## config.mk

```make
export PLATFORM = sky130hd
export DESIGN_NAME = bus_test_sequencer
export DESIGN_NICKNAME = d
export VERILOG_FILES = /design/src/rtl/bus_test_sequencer.sv
export SDC_FILE = /design/constraint.sdc
export NUM_CORES = 1
export LEC_CHECK = 0
export BUFFER_PORTS_ARGS = -buffer_cell sky130_fd_sc_hd__buf_2
export CAP_MARGIN = 30
export CORE_MARGIN = 8
export CORE_UTILIZATION = 48
export CTS_CLUSTER_SIZE = 20
export DETAILED_ROUTE_END_ITERATION = 10
export GPL_TIMING_DRIVEN = 0
export PLACE_DENSITY = 0.79
export SETUP_SLACK_MARGIN = 0.3
export SKIP_LAST_GASP = 1
export SLEW_MARGIN = 20
export SYNTH_ARGS = -nofsm -noshare
export SYNTH_HDL_FRONTEND = slang
export SYNTH_SLANG_ARGS = --single-unit
export TNS_END_PERCENT = 5
```

## constraint.sdc

```tcl
create_clock -name clk -period 2.6 [get_ports clk]
set_input_delay 0.39 -clock clk [delete_from_list [all_inputs] [get_ports clk]]
set_output_delay 0.39 -clock clk [all_outputs]
set_load 0.005 [all_outputs]
```

## src/rtl/bus_test_sequencer.sv

```systemverilog
// bus_test_sequencer: drives one command per transaction onto NUM_MASTERS bus master lanes.
// It drives for HOLD_CYCLES cycles, then waits (bounded by TIMEOUT) for the masters to drop
// their request lines, then pulses done and counts transactions that completed cleanly.
//
// Optional feature: define SEQ_BURST_EN to add burst_len_i. A transaction then runs
// burst_len_i+1 beats, and each masked lane's address increments by one per beat.
//
// Ports:
//   clk, reset        clock (rising edge); asynchronous active-high reset
//   start_i           launch request, sampled only in IDLE
//   cmd_mask_i        lanes taking part in the transaction
//   cmd_read_i        per lane: 1 = read, 0 = write
//   cmd_addr_i        per-lane address, lane i at [i*ADDR_W +: ADDR_W]
//   cmd_data_i        per-lane write data, lane i at [i*DATA_W +: DATA_W]
//   burst_len_i       beats minus one (SEQ_BURST_EN only)
//   m_request_i       per-master busy/request from the bus masters
//   m_enable_o        per-master transaction enable
//   m_read_en_o       per-master read enable
//   m_addr_o          per-master address
//   m_data_o          per-master data
//   busy_o            high whenever the state is not IDLE
//   done_o            one-cycle pulse at the end of a transaction
//   timeout_o         sticky abort flag, cleared by the next accepted start
//   txn_count_o       transactions completed without timeout, saturating
//   state_out_o       IDLE=0, DRIVE=1, WAIT=2, DONE=3
module bus_test_sequencer #(
  parameter int unsigned NUM_MASTERS = 2,
  parameter int unsigned DATA_W      = 8,
  parameter int unsigned ADDR_W      = 14,
  parameter int unsigned HOLD_CYCLES = 3,
  parameter int unsigned TIMEOUT     = 255
) (
  input  logic                          clk,
  input  logic                          reset,
  input  logic                          start_i,
  input  logic [NUM_MASTERS-1:0]        cmd_mask_i,
  input  logic [NUM_MASTERS-1:0]        cmd_read_i,
  input  logic [NUM_MASTERS*ADDR_W-1:0] cmd_addr_i,
  input  logic [NUM_MASTERS*DATA_W-1:0] cmd_data_i,
`ifdef SEQ_BURST_EN
  input  logic [3:0]                    burst_len_i,
`endif
  input  logic [NUM_MASTERS-1:0]        m_request_i,
  output logic [NUM_MASTERS-1:0]        m_enable_o,
  output logic [NUM_MASTERS-1:0]        m_read_en_o,
  output logic [NUM_MASTERS*ADDR_W-1:0] m_addr_o,
  output logic [NUM_MASTERS*DATA_W-1:0] m_data_o,
  output logic                          busy_o,
  output logic                          done_o,
  output logic                          timeout_o,
  output logic [15:0]                   txn_count_o,
  output logic [1:0]                    state_out_o
);

  // The hold counter never exceeds HOLD_CYCLES-1.
  localparam int unsigned HoldW = (HOLD_CYCLES > 1) ? $clog2(HOLD_CYCLES) : 1;
  localparam int unsigned WaitW = $clog2(TIMEOUT + 1);

  typedef enum logic [1:0] {
    StIdle  = 2'd0,
    StDrive = 2'd1,
    StWait  = 2'd2,
    StDone  = 2'd3
  } state_e;

  state_e                        state_q;
  logic [NUM_MASTERS-1:0]        mask_q;
  logic [HoldW-1:0]              hold_q;
  logic [WaitW-1:0]              wait_q;
  logic [3:0]                    burst_q;
  logic [NUM_MASTERS-1:0]        enable_q;
  logic [NUM_MASTERS-1:0]        read_en_q;
  logic [NUM_MASTERS*ADDR_W-1:0] addr_q;
  logic [NUM_MASTERS*DATA_W-1:0] data_q;
  logic                          busy_q;
  logic                          done_q;
  logic                          timeout_q;
  logic [15:0]                   count_q;

  logic [3:0]                    burst_len;
  logic [NUM_MASTERS*ADDR_W-1:0] masked_addr;
  logic [NUM_MASTERS*DATA_W-1:0] masked_data;
  logic [NUM_MASTERS*ADDR_W-1:0] next_beat_addr;
  logic                          released;

`ifdef SEQ_BURST_EN
  assign burst_len = burst_len_i;
`else
  // Single-beat build: the beat counter is tied off and optimises away.
  assign burst_len = 4'd0;
`endif

  assign released = ((m_request_i & mask_q) == '0);

  // Unmasked lanes are forced to zero; addresses wrap per lane on each new beat.
  always_comb begin
    masked_addr    = '0;
    masked_data    = '0;
    next_beat_addr = '0;
    for (int i = 0; i < int'(NUM_MASTERS); i++) begin
      if (cmd_mask_i[i]) begin
        masked_addr[i*ADDR_W +: ADDR_W] = cmd_addr_i[i*ADDR_W +: ADDR_W];
        masked_data[i*DATA_W +: DATA_W] = cmd_data_i[i*DATA_W +: DATA_W];
      end
      if (mask_q[i]) begin
        next_beat_addr[i*ADDR_W +: ADDR_W] = addr_q[i*ADDR_W +: ADDR_W] + ADDR_W'(1);
      end
    end
  end

  always_ff @(posedge clk or posedge reset) begin
    if (reset) begin
      state_q   <= StIdle;
      mask_q    <= '0;
      hold_q    <= '0;
      wait_q    <= '0;
      burst_q   <= '0;
      enable_q  <= '0;
      read_en_q <= '0;
      addr_q    <= '0;
      data_q    <= '0;
      busy_q    <= 1'b0;
      done_q    <= 1'b0;
      timeout_q <= 1'b0;
      count_q   <= '0;
    end else begin
      done_q <= 1'b0;
      case (state_q)
        StIdle: begin
          if (start_i && (cmd_mask_i != '0)) begin
            state_q   <= StDrive;
            busy_q    <= 1'b1;
            timeout_q <= 1'b0;
            mask_q    <= cmd_mask_i;
            enable_q  <= cmd_mask_i;
            read_en_q <= cmd_mask_i & cmd_read_i;
            addr_q    <= masked_addr;
            data_q    <= masked_data;
            burst_q   <= burst_len;
            hold_q    <= '0;
            wait_q    <= '0;
          end
        end
        StDrive: begin
          if (hold_q == HoldW'(HOLD_CYCLES - 1)) begin
            state_q  <= StWait;
            enable_q <= '0;
            hold_q   <= '0;
            wait_q   <= '0;
          end else begin
            hold_q <= hold_q + HoldW'(1);
          end
        end
        StWait: begin
          // Release is tested first so it wins over a coincident timeout.
          if (released && (burst_q != 4'd0)) begin
            state_q  <= StDrive;
            enable_q <= mask_q;
            addr_q   <= next_beat_addr;
            burst_q  <= burst_q - 4'd1;
            wait_q   <= '0;
          end else if (released || (wait_q == WaitW'(TIMEOUT - 1))) begin
            state_q   <= StDone;
            done_q    <= 1'b1;
            read_en_q <= '0;
            addr_q    <= '0;
            data_q    <= '0;
            wait_q    <= '0;
            burst_q   <= '0;
            if (!released) begin
              timeout_q <= 1'b1;
            end else if (count_q != 16'hFFFF) begin
              count_q <= count_q + 16'd1;
            end
          end else begin
            wait_q <= wait_q + WaitW'(1);
          end
        end
        StDone: begin
          state_q <= StIdle;
          busy_q  <= 1'b0;
        end
        default: state_q <= StIdle;
      endcase
    end
  end

  assign m_enable_o  = enable_q;
  assign m_read_en_o = read_en_q;
  assign m_addr_o    = addr_q;
  assign m_data_o    = data_q;
  assign busy_o      = busy_q;
  assign done_o      = done_q;
  assign timeout_o   = timeout_q;
  assign txn_count_o = count_q;
  assign state_out_o = state_q;

endmodule
```

==> flow_metrics.py, run 1 <==
metrics = {
    "outcome": {
        "status": "completed",
    },
    "synthesis": {
        "synth_cell_types": 53,
        "synth_area_sq_um": 4410,
        "synth_cells": 464,
        "synth-edff-count": 0,
        "synth_ff_type": "dfrtp_1",
        "avgSynthCellArea_sq_um": 9.50,
        "yosys_register_bits": 85,
        "syn_nets": 529,
        "synthArstFlopShare_pct": 100,
        "yosysSeqAreaShare_pct": 48.2,
        "synthesis.yosys.warnings": 0,
    },
    "finish": {
        "drive_gt1_share_pct": 28.9,
        "syn_to_final_growth_pct": 23.3,
        "final_cell_mix": "buf_2, dfrtp_1, o21ai_0",
        "layout.nets": 664,
        "fin_area_sq_um": 5440,
        "insertedDiodeCount": 0,
        "final_util_pct": 60.0,
        "final_common_cell": "buf_2",
    },
    "sta": {
        "max_freq_mhz": 466,
        "setup_tns_ns": 0,
        "final_max_slew_viol_count": 0,
        "min_period_over_period_pct": 82.5,
        "hold_slack_ns": 0.173,
        "worstMarginPinSlew_ns": 0.785,
        "rsz0062_at_grt": "false",
        "setup_slack_ns": 0.454,
        "fin_crit_ns": 2.15,
        "hold_viol": 0,
        "finalSetupViolCount": 0,
        "relSlewSlack_pct": 47.6,
        "finClkSkew_ns": 0.0103,
    },
    "placed_design": {
        "post-place-ws_ns": 0.208,
        "globalplace.congestion": 0.869,
        "numPortBuffers": 121,
        "place_hpwl_um": 8990,
        "placed_area_sq_um": 5200,
    },
    "grt": {
        "antenna_found_initial": 0,
        "grtUsageTotal_pct": 19.0,
        "grt_pass1_vias": 4098,
        "grt.overflow.total": 0,
        "grt_max_degree": 33,
        "grt_pass1_wl_um": 19700,
    },
    "cts": {
        "cts_hold_buf": 0,
        "cts_max_path_buffers": 2,
        "cts.sinks": 85,
        "clock_latency_ns": 0.35,
        "cts_buffers": 9,
        "cts_tree": "yes",
        "root_buffer": "clkbuf_8",
        "clkTransAtPathRegs_ns": 0.09,
        "htreeDepth": 3,
    },
    "die": {
        "row_count": 35,
        "ios": 122,
        "dieArea_sq_um": 12500,
        "design.core.area_sq_um": 9060,
        "fp.dieW_um": 112,
        "die_h_um": 112,
        "start_util_pct": 48.6,
    },
    "route": {
        "drt-vias-per-instance": 5.84,
        "routedWlPerCell_um": 16.9,
        "ant_nets": 0,
        "dr_total_vias": 4171,
        "first_pass_iters": 5,
        "first_iter_violations": 309,
        "drc": 0,
        "drt_wl_total_um": 12000,
    },
    "setup_path": {
        "critPathArrivalTime_ns": 2.44,
        "start_kind": "register",
        "r2r-start": "state_out_o[0]",
        "critPathLaunch": "state_out_o[0]",
        "path_cells": "inv_1 -> ha_2 -> nor2b_1 -> and3_1 -> buf_1 -> a22o_1",
        "critical_path_class": "reg -> reg",
        "cp_data_required_time_ns": 2.89,
        "slowest_stage": "nor2b_1",
        "cpPeakStageDelay_ns": 0.48,
        "path_buf_inv": 2,
        "worstPathMaxFanout": 9,
        "cpLargestDelayFamily": "simple AND/OR/NAND/NOR gates",
        "crit_path_end_kind": "register",
    },
    "pwr": {
        "max-vdd-ir-drop_mv": 0.499,
        "power.density_nw_per_um2": 942,
        "leakagePower_uw": 0.00259,
    },
    "job": {
        "drv_cap": 0,
    },
    "hold_path": {
        "hp-class": "in -> async",
    },
}
synthesized netlist by cell type, types with 5 or more instances:
library cell	n	area share (%)
nand4_1	14	2.0
nor3_1	9	1.0
dfrtp_1	85	48
and3_1	6	0.85
a22oi_1	5	0.85
nor2_1	37	3.1
a31oi_1	7	0.99
clkbuf_1	9	0.77
ha_1	12	3.4
a22o_1	19	3.8
nand3_1	19	2.2
xnor2_1	11	2.2
nand2_1	35	3.0
nand2b_1	5	0.71
o21ai_0	64	7.3
nor2b_1	8	1.1
inv_1	15	1.3
a21oi_1	32	3.6
buf_2	6	0.68
power by group:
group / switching [uW] / internal, uW
combinational: 1170 / 821
clock: 496 / 447
sequential: 448 / 1730
total: 2120 / 3000
metrics by stage:
stage,power (uW),cells
after detailed placement,4160,698
after floorplan,3280,464
after global placement,4060,696
after global routing,5490,714
final,5120,714
after CTS,5110,713
worst reg2reg max path, delay by kind of cell, from the launching register on:
family / cells / cell delay (ns)
flops: 1 / 0.46
compound gates: 1 / 0.22
buf+inv: 2 / 0.44
fa+ha+maj: 1 / 0.24
simple gates: 2 / 0.73
final timing paths:
kind	to	slack, ns	depth (start not counted)
max in group asynchronous	done_o	1.63	4
min in group clk	m_data_o[13]	0.25	2
setup / recovery	m_data_o[1]	0.45	6
hold / removal	txn_count_o[10]	0.17	2
setup reg to reg	m_data_o[1]	0.45	6
hold reg to reg	burst_q[0]	0.50	1
per-layer routing:
metal / vias up / part of all wire [%] / global-route usage (%)
li1: 1967 / - / -
met1: 2021 / 41 / 23.2
met2: 159 / 51 / 32.7
met3: 24 / 5.5 / 3.63
met4: 0 / 1.9 / 6.75
met5: - / 0 / 0
flip-flops by register name, indices dropped and copies added, names as in the netlist, 4 cells and up:
signal       cells
m_addr_o        28
m_data_o        16
txn_count_o     16
wait_q           8
burst_q          4
cell type report:
cell class | instances | area [sq um]
plain buffers | 18 | 87.6
clock buffers | 9 | 124
clock inverters | 6 | 72.6
fillers | 789 | 3630
inverters | 15 | 60.1
multi-input cells | 346 | 2170
flip-flops and latches | 85 | 2130
well taps | 111 | 139
repair buffers | 124 | 653
logic make-up (layout without fill, tap and decap cells):
kind of cell             count (synthesis)  in the layout  synth area share [%]
AND/OR/NAND/NOR                        161            161                  19.1
adder cells (fa/ha/maj)                 12             12                  3.41
AO/OA/AOI/OAI                          156            156                  22.6
flip-flops                              85             85                  48.2
XOR/XNOR                                15             15                  2.98
multiplexers                             2              2                 0.482
buffers and inverters                   33            172                  3.15
repair_timing:
item                       4_1_cts  5_1_grt
buffers inserted                 0        1
cloned                           0        0
setup endpoints to repair       21       44
gates resized for setup          1       14
pin swaps                        0        1
Power figures use the tool's default switching activity.
==> run 2, diff against run 1 <==
CORE_UTILIZATION = 53   (was 48)
PLACE_DENSITY = 0.83   (was 0.79)
clock period = 2.2 ns   (was 2.6 ns; I/O delays follow)
==> run 2 against run 1 <==
Sequential share of layout area down 2.5 points; non-clock buffer count up 22; setup slack worse by 0.14 ns; sequential power up 18%; critical path type unchanged; routed wire length up 4.8%; register-to-register slack worse by 0.14 ns; total power up 26%.
==> flow_metrics.py, run 2 (synthesis results as in run 1) <==
metrics = {
    "finish": {
        "final_common_cell": "buf_2",
        "layout.nets": 686,
        "seq_area_sq_um": 2130,
        "final_cell_mix": "buf_2, dfrtp_1, o21ai_0",
        "insertedDiodeCount": 0,
        "syn_to_final_growth_pct": 32.2,
        "fillerInstances": 588,
        "drive_gt1_share_pct": 35.3,
        "final_util_pct": 71.7,
        "largest_reg_flops": 28,
        "multi_input_area_sq_um": 2300,
    },
    "route": {
        "drc": 0,
        "ant_nets": 0,
        "first_iter_violations": 312,
        "routedWlPerCell_um": 17.3,
        "first_pass_iters": 7,
        "drt-vias-per-instance": 5.91,
        "drt_wl_total_um": 12600,
        "dr_total_vias": 4321,
    },
    "setup_path": {
        "crit_path_end_kind": "register",
        "cp_data_required_time_ns": 2.44,
        "critPathArrivalTime_ns": 2.13,
        "crit_top_cell": "o21ai_0",
        "critical_path_class": "reg -> reg",
        "start_kind": "register",
        "worstPathMaxFanout": 8,
        "cpPeakStageDelay_ns": 0.42,
        "path_cells": "inv_2 -> ha_4 -> or3b_4 -> nand4_1 -> buf_6 -> clkbuf_16 -> a21oi_1 -> o21ai_0 -> o21ai_0",
        "slowest_stage": "dfrtp_1",
    },
    "outcome": {
        "status": "completed",
    },
    "placed_design": {
        "post-place-ws_ns": -0.186,
        "globalplace.congestion": 0.849,
        "numPortBuffers": 121,
        "place_hpwl_um": 8810,
    },
    "cts": {
        "cts_buffers": 9,
        "cts.sinks": 85,
        "root_buffer": "clkbuf_8",
        "cts_max_path_buffers": 2,
        "htreeDepth": 3,
        "clkTransAtPathRegs_ns": 0.10,
        "cts_tree": "yes",
        "clock_latency_ns": 0.36,
    },
    "sta": {
        "rsz0062_at_grt": "true",
        "worstMarginPinSlew_ns": 0.471,
        "min_period_over_period_pct": 85.6,
        "hold_viol": 0,
        "setup_slack_ns": 0.318,
        "max_freq_mhz": 531,
        "final_max_slew_viol_count": 0,
        "relSlewSlack_pct": 68.5,
        "finClkSkew_ns": 0.0144,
        "hold_slack_ns": 0.191,
        "setup_tns_ns": 0,
        "fin_crit_ns": 1.88,
        "finalSetupViolCount": 0,
    },
    "die": {
        "design.core.area_sq_um": 8130,
        "dieArea_sq_um": 11500,
        "start_util_pct": 54.2,
        "fp.dieW_um": 107,
        "row_count": 33,
        "die_h_um": 107,
        "ios": 122,
    },
    "grt": {
        "antenna_found_initial": 0,
        "grt_pass1_wl_um": 19300,
        "grtUsageTotal_pct": 20.4,
        "grt.overflow.total": 0,
        "grt_max_degree": 31,
        "grt_pass1_vias": 4130,
    },
    "pwr": {
        "max-vdd-ir-drop_mv": 0.529,
        "leakagePower_uw": 0.00276,
        "power.density_nw_per_um2": 1110,
    },
    "hold_path": {
        "hp-class": "in -> reg",
    },
    "job": {
        "drv_cap": 0,
    },
}
[run 2: cell types whose count changed in the layout (fill, tap and decap cells not counted), moves of 4 or more]
cell      before  now
dfrtp_1       85   81
buf_2        127  123
buf_4          3   21
o21ai_0       64   51
dfrtp_2        0    4
o21ai_1        4   16
clkbuf_2       4    9
clkbuf_1       5    1
[run 2: cell type report]
cell class / count / share of cell area (%)
Buffer: 18 / 2.23
Clock buffer: 9 / 2.13
Clock inverter: 7 / 1.37
Inverter: 15 / 1.07
Multi-Input combinational cell: 346 / 39.5
Sequential cell: 85 / 36.6
Tap cell: 105 / 2.25
Timing Repair Buffer: 146 / 14.9
[run 2: routing by layer]
metal | wire length, um | up-vias | global-route usage (%)
li1 | - | 2014 | -
met1 | 5150 | 2095 | 24.4
met2 | 6350 | 193 | 34.2
met3 | 911 | 19 | 4.86
met4 | 218 | 0 | 8.24
met5 | 0 | - | 0
[run 2: through the flow]
| step | area, sq um | total power [uW] | cells |
|---|---|---|---|
| after global placement | 5150 | 4760 | 690 |
| after CTS | 5560 | 6200 | 715 |
| final | 5830 | 6460 | 731 |
| after global routing | 5830 | 6900 | 731 |
| after floorplan | 4410 | 3870 | 464 |
| after detailed placement | 5230 | 4900 | 693 |
[run 2: critical path: cells and delay by family, from the launching register on]
| family | cells | cell delay, ns |
|---|---|---|
| flip-flops | 1 | 0.42 |
| buffers and inverters | 3 | 0.41 |
| AO/OA/AOI/OAI | 3 | 0.29 |
| adder cells (fa/ha/maj) | 1 | 0.13 |
| AND/OR/NAND/NOR | 2 | 0.52 |
[run 2: timing repair]
item | 4_1_cts | 5_1_grt
endpoints found under the setup margin | 68 | 70
cloned | 0 | 3
pin swaps | 5 | 6
hold buffers | 1 | 0
hold endpoints to repair | 17 | 0
buffers inserted | 5 | 13
resized for setup | 27 | 48
[run 2: power breakdown]
| part | internal [uW] | leakage [uW] | switching, uW |
|---|---|---|---|
| clock | 543 | 0.000103 | 606 |
| sequential | 2050 | 0.00113 | 528 |
| combinational | 1200 | 0.00152 | 1530 |
[run 2: final timing paths]
check / slack (ns) / endpoint / startpoint / cells past startpoint
setup / recovery: 0.32 / m_addr_o[25] / burst_q[0] / 9
hold / removal: 0.19 / m_data_o[2] / cmd_data_i[2] / 2
setup reg to reg: 0.32 / m_addr_o[25] / burst_q[0] / 9
hold reg to reg: 0.50 / txn_count_o[5] / txn_count_o[5] / 1
max in group asynchronous: 0.99 / mask_q[0] / reset / 5
min in group asynchronous: 0.54 / m_addr_o[24] / reset / 3
